$ cat src/rtl/imem_fetch_sequencer_if.sv
// Loader, core front-end and instruction-memory signals of the fetch sequencer.
// The sequencer uses the master modport. The loader, core and memory side uses the slave modport.
interface imem_fetch_sequencer_if #(
    parameter int WIDTH  = 16,
    parameter int ADDR_W = 4
);
    logic              load_valid;
    logic [WIDTH-1:0]  load_data;
    logic              load_last;
    logic              load_ready;
    logic              fetch_req;
    logic              jump_en;
    logic [ADDR_W-1:0] jump_addr;
    logic              reload;
    logic              fetch_valid;
    logic [WIDTH-1:0]  fetch_instr;
    logic [ADDR_W-1:0] fetch_pc;
    logic [ADDR_W:0]   prog_len;
    logic              running;
    logic              fault;
    logic              mem_wr_enable;
    logic              mem_rd_enable;
    logic [ADDR_W-1:0] mem_addr;
    logic [WIDTH-1:0]  mem_wdata;
    logic [WIDTH-1:0]  mem_rdata;

    modport master (
        input  load_valid, load_data, load_last, fetch_req, jump_en, jump_addr, reload, mem_rdata,
        output load_ready, fetch_valid, fetch_instr, fetch_pc, prog_len, running, fault,
               mem_wr_enable, mem_rd_enable, mem_addr, mem_wdata
    );

    modport slave (
        output load_valid, load_data, load_last, fetch_req, jump_en, jump_addr, reload, mem_rdata,
        input  load_ready, fetch_valid, fetch_instr, fetch_pc, prog_len, running, fault,
               mem_wr_enable, mem_rd_enable, mem_addr, mem_wdata
    );
endinterface

$ cat src/rtl/imem_fetch_sequencer.sv
// Time-shares instruction_mem between boot-load writes (LOAD) and PC-driven fetches (RUN); IMEM_BOUNDS_CHECK_EN adds jump bounds faults.
// Latency: a write lands in the cycle it is accepted; a fetch returns fetch_valid one cycle after fetch_req.
// Backpressure: load_ready is high only in LOAD and low during reset; fetches are never stalled and reload drops any fetch in flight.
module imem_fetch_sequencer #(
    parameter int WIDTH  = 16,
    parameter int ADDR_W = 4
) (
    input  logic                   clk,
    input  logic                   reset,
    imem_fetch_sequencer_if.master bus
);
    typedef enum logic [1:0] {
        ST_LOAD  = 2'd0,
        ST_RUN   = 2'd1
`ifdef IMEM_BOUNDS_CHECK_EN
        , ST_FAULT = 2'd2
`endif
    } state_t;

    state_t            state;
    logic [ADDR_W-1:0] wr_ptr;
    logic [ADDR_W-1:0] pc;
    logic [ADDR_W-1:0] fetch_pc_q;
    logic [ADDR_W:0]   prog_len_q;
    logic              fetch_valid_q;
    logic              running_q;
    logic              load_ready_c;
    logic              load_acc;
    logic              jump_oob;
    logic              rd_en;
    logic              at_end;
    logic [ADDR_W-1:0] rd_addr;

    assign load_ready_c = (state == ST_LOAD) && !reset;
    assign load_acc     = bus.load_valid && load_ready_c;
    assign rd_addr      = bus.jump_en ? bus.jump_addr : pc;
`ifdef IMEM_BOUNDS_CHECK_EN
    assign jump_oob     = bus.jump_en && ({1'b0, bus.jump_addr} >= prog_len_q);
`else
    assign jump_oob     = 1'b0;
`endif
    assign rd_en        = (state == ST_RUN) && bus.fetch_req && !bus.reload && !jump_oob;
    // The PC wraps at the loaded program length, not at the memory depth.
    assign at_end       = ({1'b0, rd_addr} == (prog_len_q - (ADDR_W+1)'(1)));

    assign bus.load_ready    = load_ready_c;
    assign bus.mem_wr_enable = load_acc;
    assign bus.mem_rd_enable = rd_en;
    assign bus.mem_addr      = (state == ST_LOAD) ? wr_ptr : rd_addr;
    assign bus.mem_wdata     = bus.load_data;
    assign bus.fetch_instr   = bus.mem_rdata;
    assign bus.fetch_valid   = fetch_valid_q;
    assign bus.fetch_pc      = fetch_pc_q;
    assign bus.prog_len      = prog_len_q;
    assign bus.running       = running_q;

`ifdef IMEM_BOUNDS_CHECK_EN
    logic fault_q;
    assign bus.fault = fault_q;
`else
    assign bus.fault = 1'b0;
`endif

    always_ff @(posedge clk) begin
        if (reset) begin
            state         <= ST_LOAD;
            wr_ptr        <= '0;
            pc            <= '0;
            prog_len_q    <= '0;
            fetch_valid_q <= 1'b0;
            fetch_pc_q    <= '0;
            running_q     <= 1'b0;
`ifdef IMEM_BOUNDS_CHECK_EN
            fault_q       <= 1'b0;
`endif
        end else begin
            fetch_valid_q <= 1'b0;
            case (state)
                ST_LOAD: begin
                    if (load_acc) begin
                        wr_ptr <= wr_ptr + 1'b1;
                        // A full memory ends the load even without load_last.
                        if (bus.load_last || (&wr_ptr)) begin
                            state      <= ST_RUN;
                            running_q  <= 1'b1;
                            prog_len_q <= {1'b0, wr_ptr} + 1'b1;
                            pc         <= '0;
                        end
                    end
                end
                ST_RUN: begin
                    if (bus.reload) begin
                        state     <= ST_LOAD;
                        running_q <= 1'b0;
                        wr_ptr    <= '0;
                        pc        <= '0;
                    end
`ifdef IMEM_BOUNDS_CHECK_EN
                    else if (jump_oob) begin
                        state     <= ST_FAULT;
                        running_q <= 1'b0;
                        fault_q   <= 1'b1;
                    end
`endif
                    else if (bus.fetch_req) begin
                        fetch_valid_q <= 1'b1;
                        fetch_pc_q    <= rd_addr;
                        pc            <= at_end ? '0 : rd_addr + 1'b1;
                    end else if (bus.jump_en) begin
                        pc <= bus.jump_addr;
                    end
                end
`ifdef IMEM_BOUNDS_CHECK_EN
                ST_FAULT: begin
                    if (bus.reload) begin
                        state   <= ST_LOAD;
                        fault_q <= 1'b0;
                        wr_ptr  <= '0;
                        pc      <= '0;
                    end
                end
`endif
                default: state <= ST_LOAD;
            endcase
        end
    end
endmodule
$ cat src/flat_wrapper.sv
// flat-port wrapper written by rule: the top's interface ports become plain ports
module imem_fetch_sequencer_flat 
#(
    parameter int WIDTH  = 16,
    parameter int ADDR_W = 4
)
  (clk, reset, bus_load_valid, bus_load_data, bus_load_last, bus_fetch_req, bus_jump_en, bus_jump_addr, bus_reload, bus_mem_rdata, bus_load_ready, bus_fetch_valid, bus_fetch_instr, bus_fetch_pc, bus_prog_len, bus_running, bus_fault, bus_mem_wr_enable, bus_mem_rd_enable, bus_mem_addr, bus_mem_wdata);
  imem_fetch_sequencer_if #(.WIDTH(WIDTH), .ADDR_W(ADDR_W)) bus_i ();
  input  logic clk;
  input  logic reset;
  input wire logic [$bits(bus_i.load_valid)-1:0] bus_load_valid;
  input wire logic [$bits(bus_i.load_data)-1:0] bus_load_data;
  input wire logic [$bits(bus_i.load_last)-1:0] bus_load_last;
  input wire logic [$bits(bus_i.fetch_req)-1:0] bus_fetch_req;
  input wire logic [$bits(bus_i.jump_en)-1:0] bus_jump_en;
  input wire logic [$bits(bus_i.jump_addr)-1:0] bus_jump_addr;
  input wire logic [$bits(bus_i.reload)-1:0] bus_reload;
  input wire logic [$bits(bus_i.mem_rdata)-1:0] bus_mem_rdata;
  output wire logic [$bits(bus_i.load_ready)-1:0] bus_load_ready;
  output wire logic [$bits(bus_i.fetch_valid)-1:0] bus_fetch_valid;
  output wire logic [$bits(bus_i.fetch_instr)-1:0] bus_fetch_instr;
  output wire logic [$bits(bus_i.fetch_pc)-1:0] bus_fetch_pc;
  output wire logic [$bits(bus_i.prog_len)-1:0] bus_prog_len;
  output wire logic [$bits(bus_i.running)-1:0] bus_running;
  output wire logic [$bits(bus_i.fault)-1:0] bus_fault;
  output wire logic [$bits(bus_i.mem_wr_enable)-1:0] bus_mem_wr_enable;
  output wire logic [$bits(bus_i.mem_rd_enable)-1:0] bus_mem_rd_enable;
  output wire logic [$bits(bus_i.mem_addr)-1:0] bus_mem_addr;
  output wire logic [$bits(bus_i.mem_wdata)-1:0] bus_mem_wdata;
  assign bus_i.load_valid = bus_load_valid;
  assign bus_i.load_data = bus_load_data;
  assign bus_i.load_last = bus_load_last;
  assign bus_i.fetch_req = bus_fetch_req;
  assign bus_i.jump_en = bus_jump_en;
  assign bus_i.jump_addr = bus_jump_addr;
  assign bus_i.reload = bus_reload;
  assign bus_i.mem_rdata = bus_mem_rdata;
  assign bus_load_ready = bus_i.load_ready;
  assign bus_fetch_valid = bus_i.fetch_valid;
  assign bus_fetch_instr = bus_i.fetch_instr;
  assign bus_fetch_pc = bus_i.fetch_pc;
  assign bus_prog_len = bus_i.prog_len;
  assign bus_running = bus_i.running;
  assign bus_fault = bus_i.fault;
  assign bus_mem_wr_enable = bus_i.mem_wr_enable;
  assign bus_mem_rd_enable = bus_i.mem_rd_enable;
  assign bus_mem_addr = bus_i.mem_addr;
  assign bus_mem_wdata = bus_i.mem_wdata;
  imem_fetch_sequencer #(.WIDTH(WIDTH), .ADDR_W(ADDR_W)) u_core (.clk(clk), .reset(reset), .bus(bus_i));
endmodule
$ cat config.mk
export PLATFORM = sky130hd
export DESIGN_NAME = imem_fetch_sequencer_flat
export DESIGN_NICKNAME = d
export VERILOG_FILES = /design/src/rtl/imem_fetch_sequencer_if.sv /design/src/rtl/imem_fetch_sequencer.sv /design/src/flat_wrapper.sv
export SDC_FILE = /design/constraint.sdc
export NUM_CORES = 1
export LEC_CHECK = 0
export BUFFER_PORTS_ARGS = -buffer_cell sky130_fd_sc_hd__buf_2
export CELL_PAD_IN_SITES_DETAIL_PLACEMENT = 2
export CELL_PAD_IN_SITES_GLOBAL_PLACEMENT = 2
export CORE_MARGIN = 1
export CORE_UTILIZATION = 20
export CTS_BUF_LIST = sky130_fd_sc_hd__clkbuf_4 sky130_fd_sc_hd__clkbuf_8
export DETAILED_ROUTE_END_ITERATION = 16
export GPL_TIMING_DRIVEN = 0
export PLACE_DENSITY_LB_ADDON = 0.05
export SYNTH_ARGS = -nofsm -noshare
export SYNTH_HDL_FRONTEND = slang
export SYNTH_SLANG_ARGS = --single-unit
$ cat constraint.sdc
create_clock -name clk -period 1.5 [get_ports clk]
set_input_delay 0.3 -clock clk [delete_from_list [all_inputs] [get_ports clk]]
set_output_delay 0.3 -clock clk [all_outputs]
set_load 0.02 [all_outputs]
# After elaboration in Yosys (flattened, before gate mapping)
# Cells that the tools add are included.
[word_totals]
output_inout_bits = 51
elab_cells = 55
regBits = 21
inputBits = 43
[classes]
reduce_logical = 17
n_addsub = 4
n_eq_ne = 5
mux = 20
n_bitwise = 2
[ops]
columns = ["operator", "count"]
rows = [
  ["4-bit 2-to-1 mux", 9],
  ["4-bit one-hot mux with 2 select lines", 2],
  ["3-bit AND reduction", 5],
  ["4-bit by 1-bit adder with 4-bit output, second input constant", 2],
  ["4-bit AND reduction", 2],
  ["2-bit 2-to-1 mux", 3],
  ["2-bit != test, second input constant", 3],
  ["4-bit by 1-bit adder with 5-bit output, second input constant", 1],
  ["4-bit by 5-bit == test with 1-bit output", 1],
  ["5-bit by 1-bit subtractor with 5-bit output, second input constant", 1],
  ["1-bit logical AND", 4],
  ["1-bit 2-to-1 mux", 4],
  ["2-bit one-hot mux with 2 select lines", 1],
  ["3-bit OR reduction", 1],
  ["2-bit by 1-bit == test with 1-bit output, second input constant", 1],
  ["1-bit logical NOT", 2],
  ["2-bit logical NOT", 1],
  ["1-bit inverter", 2],
  ["1-bit one-hot mux with 2 select lines", 1],
  ["2-bit nonzero test", 1],
  ["1-bit logical OR", 1],
]

# Longest topological paths before layout
# Gate-level depths: netlist (run 1).
[logic_depth]
ltp_word = 6
ltp_mapped = 7
depth_no_buf = 7

# Least setup slack after synthesis (run 1)
# OpenSTA, ideal clock, no wires.
[synth_path]
kind = "reg2reg"
from = "reg u_core.prog_len_q[0] (netlist: u_core.bus.prog_len[0])"
to = "reg u_core.pc[0]"
arrival_ps = 1624
required_ps = 1383
setup_slack_ps = -242
stages_incl_launch_ff = 8
period_less_slack_ps = 1742
setup_ps = 117
path_buffers = 0
cell_sequence = "dfxtp_1 -> inv_1 -> ha_1 -> nor3b_1 -> xor2_1 -> nor3_2 -> nand4_2 -> a32o_1"
[synth_between]
elab_chain_cells = 6
[synth_rtl]
columns = ["item", "line_no", "text"]
rows = [
  ["start, declared", "imem_fetch_sequencer.sv:24", "logic [ADDR_W:0] prog_len_q;"],
  ["start signal, assigned", "imem_fetch_sequencer.sv:86", "prog_len_q <= {1'b0, wr_ptr} + 1'b1;"],
  ["5-bit by 1-bit subtractor with 5-bit output", "imem_fetch_sequencer.sv:44", "assign at_end = ({1'b0, rd_addr} == (prog_len_q - (ADDR_W+1)'(1)));"],
  ["4-bit by 5-bit == test with 1-bit output", "imem_fetch_sequencer.sv:44", ""],
  ["4-bit 2-to-1 mux", "imem_fetch_sequencer.sv:108", "pc <= at_end ? '0 : rd_addr + 1'b1;"],
  ["4-bit 2-to-1 mux", "imem_fetch_sequencer.sv:105", "else if (bus.fetch_req) begin"],
  ["4-bit 2-to-1 mux", "imem_fetch_sequencer.sv:92", "if (bus.reload) begin"],
  ["4-bit one-hot mux with 2 select lines", "imem_fetch_sequencer.sv:78", "case (state)"],
  ["end signal, assigned", "imem_fetch_sequencer.sv:108", ""],
  ["end signal, assigned", "imem_fetch_sequencer.sv:110", "pc <= bus.jump_addr;"],
  ["end, declared", "imem_fetch_sequencer.sv:22", "logic [ADDR_W-1:0] pc;"],
]
# Every way passes these cells.
# A chain may end at the register's enable or synchronous reset.

# Worst setup path after layout (run 1)
[layout_path]
from = "reg u_core.prog_len_q[0] (netlist: u_core.bus.prog_len[0])"
to = "reg u_core.pc[3]"
# Same word-level chain as after synthesis.

==> results of run 1 <==
flip-flops by register name, indices dropped and copies added, names as in the netlist:
signal,flops
u_core.state,1
u_core.bus.fetch_valid,1
u_core.bus.prog_len,5
u_core.wr_ptr,4
u_core.bus.fetch_pc,4
u_core.pc,4
cell usage after synthesis (2+ instances only):
cell type,n
xor2_1,6
dfxtp_1,19
buf_4,33
clkbuf_1,4
ha_1,3
a21oi_1,7
nor2_1,20
nand4_1,2
mux2i_4,3
inv_1,5
nor3_1,2
a32o_1,4
nand2_1,9
a211oi_1,7
o22a_1,4
buf_2,2
xnor2_1,9
what timing repair did:
item                       CTS  global route
gates cloned                 0             1
setup endpoints to repair   14            13
pin swaps                    2             3
hold endpoints to repair     0             0
buffers inserted             5             2
gates resized for setup     23            16
logic make-up after synthesis:
| kind of cell | after synthesis |
|---|---|
| buffers and inverters | 47 |
| and+or+nand+nor | 41 |
| AOI/OAI and AO/OA | 25 |
| DFF | 19 |
| xor gates and xnor gates | 15 |
| muxes | 5 |
| adders and majority gates | 3 |
| other | 1 |
worst paths after layout:
path | end | slack, ps | cells after the start
setup / recovery | u_core.pc[3]$_SDFFE_PP0P_ | -40 | 7
hold / removal | u_core.bus.prog_len[4]$_SDFFE_PP0P_ | 340 | 4
setup reg to reg | u_core.pc[3]$_SDFFE_PP0P_ | -40 | 7
hold reg to reg | u_core.bus.prog_len[4]$_SDFFE_PP0P_ | 500 | 2
critical path, cell delays in order, from the launching register on:
cell and delay [ps]:
dfxtp_4 380, inv_4 40, ha_4 150, xor2_1 140
xnor2_1 140, nor3_2 180, nand4_2 150, a32o_1 260
power by group through the flow:
stage          Clock (mW)  Sequential (mW)  Combinational (mW)
4_1_cts             0.393            0.544               0.456
3_5_place_dp            0            0.551               0.434
2_1_floorplan           0            0.554               0.306
3_3_place_gp            0            0.550               0.426
5_1_grt             0.415            0.544               0.522
6_report            0.375            0.540               0.483
per-stage QoR:
| stage | TNS, ps | hold slack, ps | instance area [sq um] |
|---|---|---|---|
| final | -147 | 336 | 2020 |
| after global routing | -706 | 368 | 2020 |
| after CTS | -284 | 331 | 1920 |
| after detailed placement | -1610 | 503 | 1780 |
| after global placement | -1430 | 485 | 1780 |
| after floorplan | -33.1 | 473 | 1390 |
metal layers:
layer / up-vias / global-route usage / share of wire
li1: 625 / - / -
met1: 618 / 0.130 / 0.38
met2: 57 / 0.238 / 0.55
met3: 5 / 0.0336 / 0.059
met4: 0 / 0.0231 / 0.0055
met5: - / 0 / 0
final cells by class:
type / count / area, sq um / area share
Clock inverter: 1 / 5.00 / 0.00247
Tap cell: 77 / 96.3 / 0.0476
Multi-Input combinational cell: 90 / 761 / 0.376
Inverter: 6 / 25.0 / 0.0124
Sequential cell: 19 / 398 / 0.197
Buffer: 39 / 309 / 0.153
Timing Repair Buffer: 66 / 389 / 0.192
Clock buffer: 3 / 41.3 / 0.0204
==> results.md, run 1 <==
- CTS tree: done
- Share of layout cells above drive strength 1: 0.625
- IO Count: 94
- Die width: 83.7 um
- Start of the worst register-to-register path: u_core.bus.prog_len[0]$_SDFFE_PP0P_
- Setup CP Type: reg2reg
- Largest vdd supply drop: 0.286 mV
- Top_reg_cell synth: dfxtp_1
- Wirelength per Cell: 14.0 um
- Crit Path Max Fanout: 4
- Syn nets: 202
- Vias in the first global route: 1440
- CTS Buf Count: 3
- Final HPWL DP: 3460 um
- Drt first pass iters: 2
- Worst Slack Setup Final: -41.7 ps
- Synth Area in Compound Gates: 0.138
- Unique masters post-synth: 34
- Ys Warns: 0
- Die Height: 83.7 um
- Post-CTS Hold Buffers: 0
- Final cell count without fillers: 301
- Static Leak: 0.901 nW
- Violation count after the first detailed-route iteration: 5
- H-tree depth: 1
- Logic pwr share: 0.345
- Largest family of logic cells by synthesized area: buffers and inverters
- Synth top area cells: dfxtp_1 28%, buf_4 19%, xnor2_1 5.9%
- Status: finished with violations
- Post-layout util: 0.317
- Maximum clock path buffer count: 2
- Post-Synth Adder-Cell Area: 0.0281
- Placeable Area: 6390 sq um
- Most frequent cells in the layout: 51 x buf_2, 47 x buf_4, 13 x nor2_1, 13 x dfxtp_1
- Most common cell after layout, fill and taps aside: buf_2
- Req. time, crit path: 1660 ps
- Synth Area in XOR/XNOR: 0.0983
- Sequential Power Share: 0.386
- Min Tclk post-route: 1540 ps
- P_sw: 0.461 mW
- Clk pwr share: 0.268
- Filler cells: 744
- GP Congestion: 0.682
- Row count: 29
- Hold_sp: bus_load_last
- Area leader, netlist: dfxtp_1
- Layout Skew: 6.02 ps
- Routed wire length: 4220 um
- Crit share post-route: 1.03
- Cell-internal power: 0.937 mW
- Asr flop ratio synth: 0
- Post-synthesis mux area share: 0.0684
- Slew Viols, Final: 0
- Final setup vio count: 4
- Power density cells: 691 nW/um^2
- Pre-CTS setup slack: -282 ps
- Switching portion of total power: 0.330
- Initial Utilization: 0.209
- Unrepaired setup endpoints after global routing: yes
- Total power: 1.40 mW
- Max-Cap Viols: 0
- Slew HR: 0.571
- Via count: 1305
- Synthesized flop and latch total: 19
- Drt via density: 4.34
- Dpl cells: 291
- Post-route antenna net violation count: 0
- Startpoint class of the critical path: register
- GRT overflow: 0
- Clock root cell: clkbuf_8
- CTS Sinks: 19
- Critical Path End Type: register
- Worst Tran Pin Value: 643 ps
- Final hold violations: 0
- Residual DRC count: 0
- Die area: 7010 sq um
- Clk pin slew, worst setup/hold paths: 80 ps
- Post-synth EDFFs: 0
- Critical Path AT: 1710 ps
- Synth Area in Simple Gates: 0.148
- Syn_area_per_cell: 8.57 sq um
- Area growth syn-to-layout: 51.5%
- Worst-skew pair later-pin latency: 270 ps
- Initial antenna violation count: 0
- Synth top area share: 0.285
- Failing checks: negative setup slack
- HP Class: in2reg
- Largest net degree at the start of global routing: 12
- Fmax achieved: 649 MHz
- Antenna Diode Count: 0
- Final net count: 271
- Cells after synthesis: 156
- First-pass GRT wire length: 6860 um
- Mapped cell area: 1340 sq um
- Register area share after synthesis: 0.285
- IO buf count: 58
- Total GRT Usage: 0.122
- Worst Setup SP: u_core.bus.prog_len[0]$_SDFFE_PP0P_
Power figures use the tool's default switching activity.
==> inputs of run 2 (changes only) <==
CORE_MARGIN = 2   (was 1)
==> run 2 against run 1 <==
- the flow finishes with violations (design-rule violations, negative setup slack)
- critical path depth did not move
- global-route usage grew 0.30 points
- first-iteration DRC count rose to 6.4 times the previous value
- maximum frequency shrank 2.3%
- worst hold slack lost 3.7 ps
- clock-buffer cell count unchanged
- total power up 1.7%
- flip-flop and latch count did not move
- clock power barely moved
- register-to-register slack worse by 40 ps
- routed wire length up 6.8%
- critical endpoint unchanged
- largest power group unchanged
- highest routed layer unchanged
==> results.md, run 2 (synthesized netlist as in run 1, its figures left out) <==
- Status: finished with violations
- Failing checks: design-rule violations, negative setup slack
- Via count: 1325
- Area growth syn-to-layout: 55.7%
- Die width: 85.7 um
- Flip-flop count of the largest register after layout: 5
- Maximum clock path buffer count: 2
- Drt via density: 4.33
- Hold EP: u_core.bus.prog_len[4]$_SDFFE_PP0P_
- Max-Cap Viols: 0
- Unrepaired setup endpoints after global routing: yes
- CTS tree: done
- Routed wire length: 4500 um
- Crit Path Max Fanout: 4
- Post-CTS Hold Buffers: 0
- Most common cell after layout, fill and taps aside: buf_2
- Total GRT Usage: 0.125
- Slew Viols, Final: 0
- Row count: 29
- Die area: 7350 sq um
- Worst Reg-to-Reg Cells: 7
- Largest vdd supply drop: 0.273 mV
- Post-layout util: 0.324
- Initial antenna violation count: 0
- Share of layout cells above drive strength 1: 0.638
- CTS Sinks: 19
- WL met1: 1720 um
- Static Leak: 0.930 nW
- Power density cells: 684 nW/um^2
- TNS Setup: -431 ps
- Post-route antenna net violation count: 0
- Largest net degree at the start of global routing: 12
- HP Class: in2reg
- IO buf count: 58
- Post-place instance area: 1780 sq um
- Clock root cell: clkbuf_8
- Crit share post-route: 1.05
- Wirelength per Cell: 14.7 um
- Worst Slack Setup Final: -78.6 ps
- Hold_sp: bus_load_last
- Hold path depth: 4
- H-tree depth: 1
- Final hold violations: 0
- Worst-skew pair later-pin latency: 260 ps
- Violation count after the first detailed-route iteration: 32
- CTS Buf Count: 3
- Final setup vio count: 9
- Placeable Area: 6420 sq um
- IO Count: 94
- Start of the worst register-to-register path: u_core.bus.prog_len[1]$_SDFFE_PP0P_
- Startpoint class of the critical path: register
- Slew HR: 0.598
- Filler cells: 743
- Clk pin slew, worst setup/hold paths: 80 ps
- Hold Slack: 333 ps
- Die Height: 85.7 um
- Min Tclk post-route: 1580 ps
- Antenna Diode Count: 0
- Most frequent cells in the layout: 53 x buf_2, 47 x buf_4, 14 x nor2_1
- GP Congestion: 0.719
- DR WL met3: 257 um
- Req. time, crit path: 1660 ps
- DR top layer: met4
- Final net count: 276
- Drt first pass iters: 13
- Residual DRC count: 4
- Fmax achieved: 633 MHz
- Critical Path End Type: register
- Reg2Reg Setup Slack: -80 ps
- RR Endpoint: u_core.pc[3]$_SDFFE_PP0P_
- Worst Tran Pin Value: 603 ps
- Met2 Wirelength: 2510 um
- Critical Path AT: 1740 ps
- Design Area, Final: 2080 sq um
- Total power: 1.42 mW
- Initial Utilization: 0.208
- Final HPWL DP: 3620 um
- First-pass GRT wire length: 7290 um
- Setup CP Type: reg2reg
- Layout Skew: 5.12 ps
- Vias in the first global route: 1437
- GRT overflow: 0
## run 2: cell count changes in the layout (fill, tap and decap cells not counted), sizes merged
cell	before	now
buf	102	108
clkbuf	6	5
## run 2: area by class of cell
cell class | count | area (sq um) | area share
Sequential cell | 19 | 399 | 0.192
Clock inverter | 1 | 5.00 | 0.00241
Multi-Input combinational cell | 90 | 769 | 0.370
Tap cell | 77 | 96.3 | 0.0463
Inverter | 6 | 25.0 | 0.0120
Clock buffer | 3 | 41.3 | 0.0198
Buffer | 38 | 302 | 0.145
Timing Repair Buffer | 72 | 443 | 0.213
## run 2: worst max-delay path: stages, from the launching register on
cell     delay [ps]
dfxtp_4         360
inv_4            40
ha_4            150
xor2_1          140
xnor2_1         150
nor3_2          200
nand4_2         160
a32o_1          260
## run 2: per-stage QoR
| step | cells | worst slack [ps] |
|---|---|---|
| floorplan | 156 | -10.6 |
| global placement | 291 | -260 |
| detailed placement | 291 | -345 |
| CTS | 302 | -129 |
| global route | 306 | -228 |
| finish | 306 | -78.6 |
## run 2: timing repair
action / CTS / global route
setup endpoints to repair: 15 / 14
setup buffers: 8 / 5
resized for setup: 33 / 12
cloned: 1 / 0
pin swaps: 7 / 9
## run 2: layer usage
layer,vias up,track usage
li1,633,-
met1,639,0.141
met2,49,0.244
met3,4,0.0308
met4,0,0.0130
met5,-,0
## run 2: how the worst max path moves through the flow
stage                                   startpoint  slack, ps                        end
2_1_floorplan                          bus_jump_en        -10  u_core.pc[1]$_SDFFE_PP0P_
3_3_place_gp         u_core.wr_ptr[0]$_SDFFE_PP0P_       -260  u_core.pc[2]$_SDFFE_PP0P_
3_5_place_dp         u_core.wr_ptr[0]$_SDFFE_PP0P_       -350  u_core.pc[3]$_SDFFE_PP0P_
4_1_cts        u_core.bus.prog_len[1]$_SDFFE_PP0P_       -130  u_core.pc[3]$_SDFFE_PP0P_
5_1_grt        u_core.bus.prog_len[1]$_SDFFE_PP0P_       -230  u_core.pc[3]$_SDFFE_PP0P_
6_report       u_core.bus.prog_len[1]$_SDFFE_PP0P_        -80  u_core.pc[3]$_SDFFE_PP0P_
## run 2: power by group
part           leakage, nW  switching (mW)  total [mW]  internal, mW
Combinational        0.746           0.254       0.504         0.250
Clock               0.0255           0.189       0.374         0.185
Sequential           0.158          0.0260       0.544         0.518
==> inputs of run 3 (changes only) <==
--- a/config.mk
+++ b/config.mk
@@ -14,5 +14,5 @@
 export DETAILED_ROUTE_END_ITERATION = 16
 export GPL_TIMING_DRIVEN = 0
-export PLACE_DENSITY_LB_ADDON = 0.05
+export PLACE_DENSITY_LB_ADDON = 0.2
 export SYNTH_ARGS = -nofsm -noshare
 export SYNTH_HDL_FRONTEND = slang
==> constraint.sdc (replaced) <==
create_clock -name clk -period 1.5 [get_ports clk]
set_input_delay 0.3 -clock clk [delete_from_list [all_inputs] [get_ports clk]]
set_output_delay 0.3 -clock clk [all_outputs]
set_load 0.005 [all_outputs]
==> run 3 against run 2 <==
- combinational power is 21% lower
- routed wire length shrank 11%
- setup slack improved by 23 ps
- the flow still finishes with violations (design-rule violations, negative setup slack)
- utilization down 1.3 points
- global-route usage down 1.9 points
- flip-flop and latch count did not move
- sequential power hardly changed
- sequential share of layout area up 0.76 points
- clock skew down 3.0 ps
- total power decreased by 8.2%
==> results.md, run 3 (synthesized netlist as in run 1, its figures left out) <==
- Final setup vio count: 4
- Most common cell after layout, fill and taps aside: buf_2
- Crit Path Max Fanout: 4
- GP Congestion: 0.681
- Wirelength per Cell: 13.3 um
- Pre-CTS setup slack: -225 ps
- Critical Path AT: 1710 ps
- Initial Utilization: 0.208
- Clock root cell: clkbuf_8
- CP endpoint: u_core.pc[3]$_SDFFE_PP0P_
- Worst path buffer plus inverter count: 1
- Static Leak: 0.896 nW
- CTS Buf Count: 3
- Status: finished with violations
- Slew HR: 0.659
- Final HPWL DP: 3240 um
- Power density cells: 654 nW/um^2
- Req. time, crit path: 1650 ps
- Row count: 29
- Failing checks: design-rule violations, negative setup slack
- Design Area, Final: 2000 sq um
- Crit share post-route: 1.04
- Die Height: 85.7 um
- Vias in the first global route: 1320
- WL met1: 1670 um
- Post-CTS Hold Buffers: 0
- Critical Path End Type: register
- CP peak stage delay: 380 ps
- Hold path depth: 4
- Share of layout cells above drive strength 1: 0.629
- Drt first pass iters: 11
- Via count: 1298
- Setup CP Type: reg2reg
- Final hold violations: 0
- Drt via density: 4.31
- Routed wire length: 4020 um
- HP Class: in2reg
- Area growth syn-to-layout: 49.3%
- Reg2Reg Setup Slack: -60 ps
- Total GRT Usage: 0.106
- CTS tree: done
- IO Count: 94
- Start of the worst register-to-register path: u_core.bus.prog_len[0]$_SDFFE_PP0P_
- Fmax achieved: 643 MHz
- First-pass GRT wire length: 6330 um
- Slew Viols, Final: 0
- Max-Cap Viols: 0
- Startpoint class of the critical path: register
- Worst-path cell chain: inv_4, ha_4, nor3b_4, xor2_1, nor3_2, nand4_2, a32o_1
- RR Endpoint: u_core.pc[3]$_SDFFE_PP0P_
- Critical path's slowest cell: dfxtp_4
- Filler cells: 747
- Final net count: 271
- Post-layout util: 0.311
- Antenna Diode Count: 0
- Critical Path Stages: 7
- Worst Setup SP: u_core.bus.prog_len[0]$_SDFFE_PP0P_
- Post-route antenna net violation count: 0
- GRT overflow: 0
- DR top layer: met3
- Worst Reg-to-Reg Cells: 7
- Flip-flop count of the largest register after layout: 5
- Most frequent cells in the layout: 59 x buf_2, 40 x buf_4, 14 x nor2_1
- Largest net degree at the start of global routing: 12
- Worst Tran Pin Value: 511 ps
- Post-place instance area: 1750 sq um
- H-tree depth: 1
- Worst Slack Setup Final: -55.2 ps
- Clk pin slew, worst setup/hold paths: 70 ps
- IO buf count: 58
- CTS Sinks: 19
- Worst path top cell family by delay: simple AND/OR/NAND/NOR gates
- Violation count after the first detailed-route iteration: 23
- Met2 Wirelength: 2080 um
- DR WL met3: 274 um
- Initial antenna violation count: 0
- Maximum clock path buffer count: 2
- Die width: 85.7 um
- Unrepaired setup endpoints after global routing: yes
- Worst-skew pair later-pin latency: 250 ps
- Placeable Area: 6420 sq um
- Min Tclk post-route: 1560 ps
- Residual DRC count: 6
- Largest vdd supply drop: 0.292 mV
- Layout Skew: 2.14 ps
- Die area: 7350 sq um
[run 3: how the worst min path moves through the flow]
stage	startpoint	to	slack (ps)
floorplan	bus_fetch_req	u_core.bus.fetch_valid$_SDFF_PP0_	460
global route	bus_load_last	u_core.bus.prog_len[4]$_SDFFE_PP0P_	350
finish	bus_load_last	u_core.bus.prog_len[4]$_SDFFE_PP0P_	330
global placement	u_core.bus.fetch_pc[3]$_SDFFE_PP0P_	u_core.bus.fetch_pc[3]$_SDFFE_PP0P_	500
CTS	bus_load_last	u_core.bus.prog_len[4]$_SDFFE_PP0P_	320
detailed placement	u_core.bus.prog_len[4]$_SDFFE_PP0P_	u_core.bus.prog_len[4]$_SDFFE_PP0P_	500
[run 3: timing repair]
item,CTS,global route
pin swaps,3,3
gates resized for setup,20,23
endpoints found under the setup margin,19,15
setup buffers,4,3
gates cloned,1,0
[run 3: layout make-up]
| class | instances | area, sq um | share of cell area |
|---|---|---|---|
| plain buffers | 39 | 309 | 0.155 |
| clock buffers | 3 | 41.3 | 0.0207 |
| clock inverters | 1 | 5.00 | 0.00251 |
| inverters | 6 | 25.0 | 0.0125 |
| multi-input cells | 90 | 761 | 0.381 |
| flip-flops and latches | 19 | 398 | 0.199 |
| well taps | 77 | 96.3 | 0.0483 |
| repair buffers | 66 | 360 | 0.181 |
[run 3: report_power, final]
group	total, mW	leakage [nW]	switching [mW]	internal [mW]
logic	0.399	0.712	0.169	0.229
clock network	0.360	0.0255	0.175	0.185
registers	0.547	0.159	0.0273	0.520
[run 3: per-layer routing]
metal | GRT usage | vias up
met5 | 0 | -
met2 | 0.187 | 49
met3 | 0.0212 | 0
met4 | 0.0216 | 0
met1 | 0.134 | 620
li1 | - | 629
[run 3: tightest hold or removal path, delay by kind of cell]
| family | cells | cell delay [ps] |
|---|---|---|
| compound gates | 1 | 50 |
| buf+inv | 1 | 90 |
| simple gates | 2 | 100 |
[run 3: stage by stage]
stage / setup TNS (ps) / cells / hold WS [ps] / power [mW]
6_report: -205 / 301 / 330 / 1.31
5_1_grt: -817 / 301 / 346 / 1.40
4_1_cts: -299 / 298 / 322 / 1.30
3_5_place_dp: -1770 / 291 / 500 / 0.899
3_3_place_gp: -1490 / 291 / 497 / 0.890
2_1_floorplan: 0 / 156 / 465 / 0.771
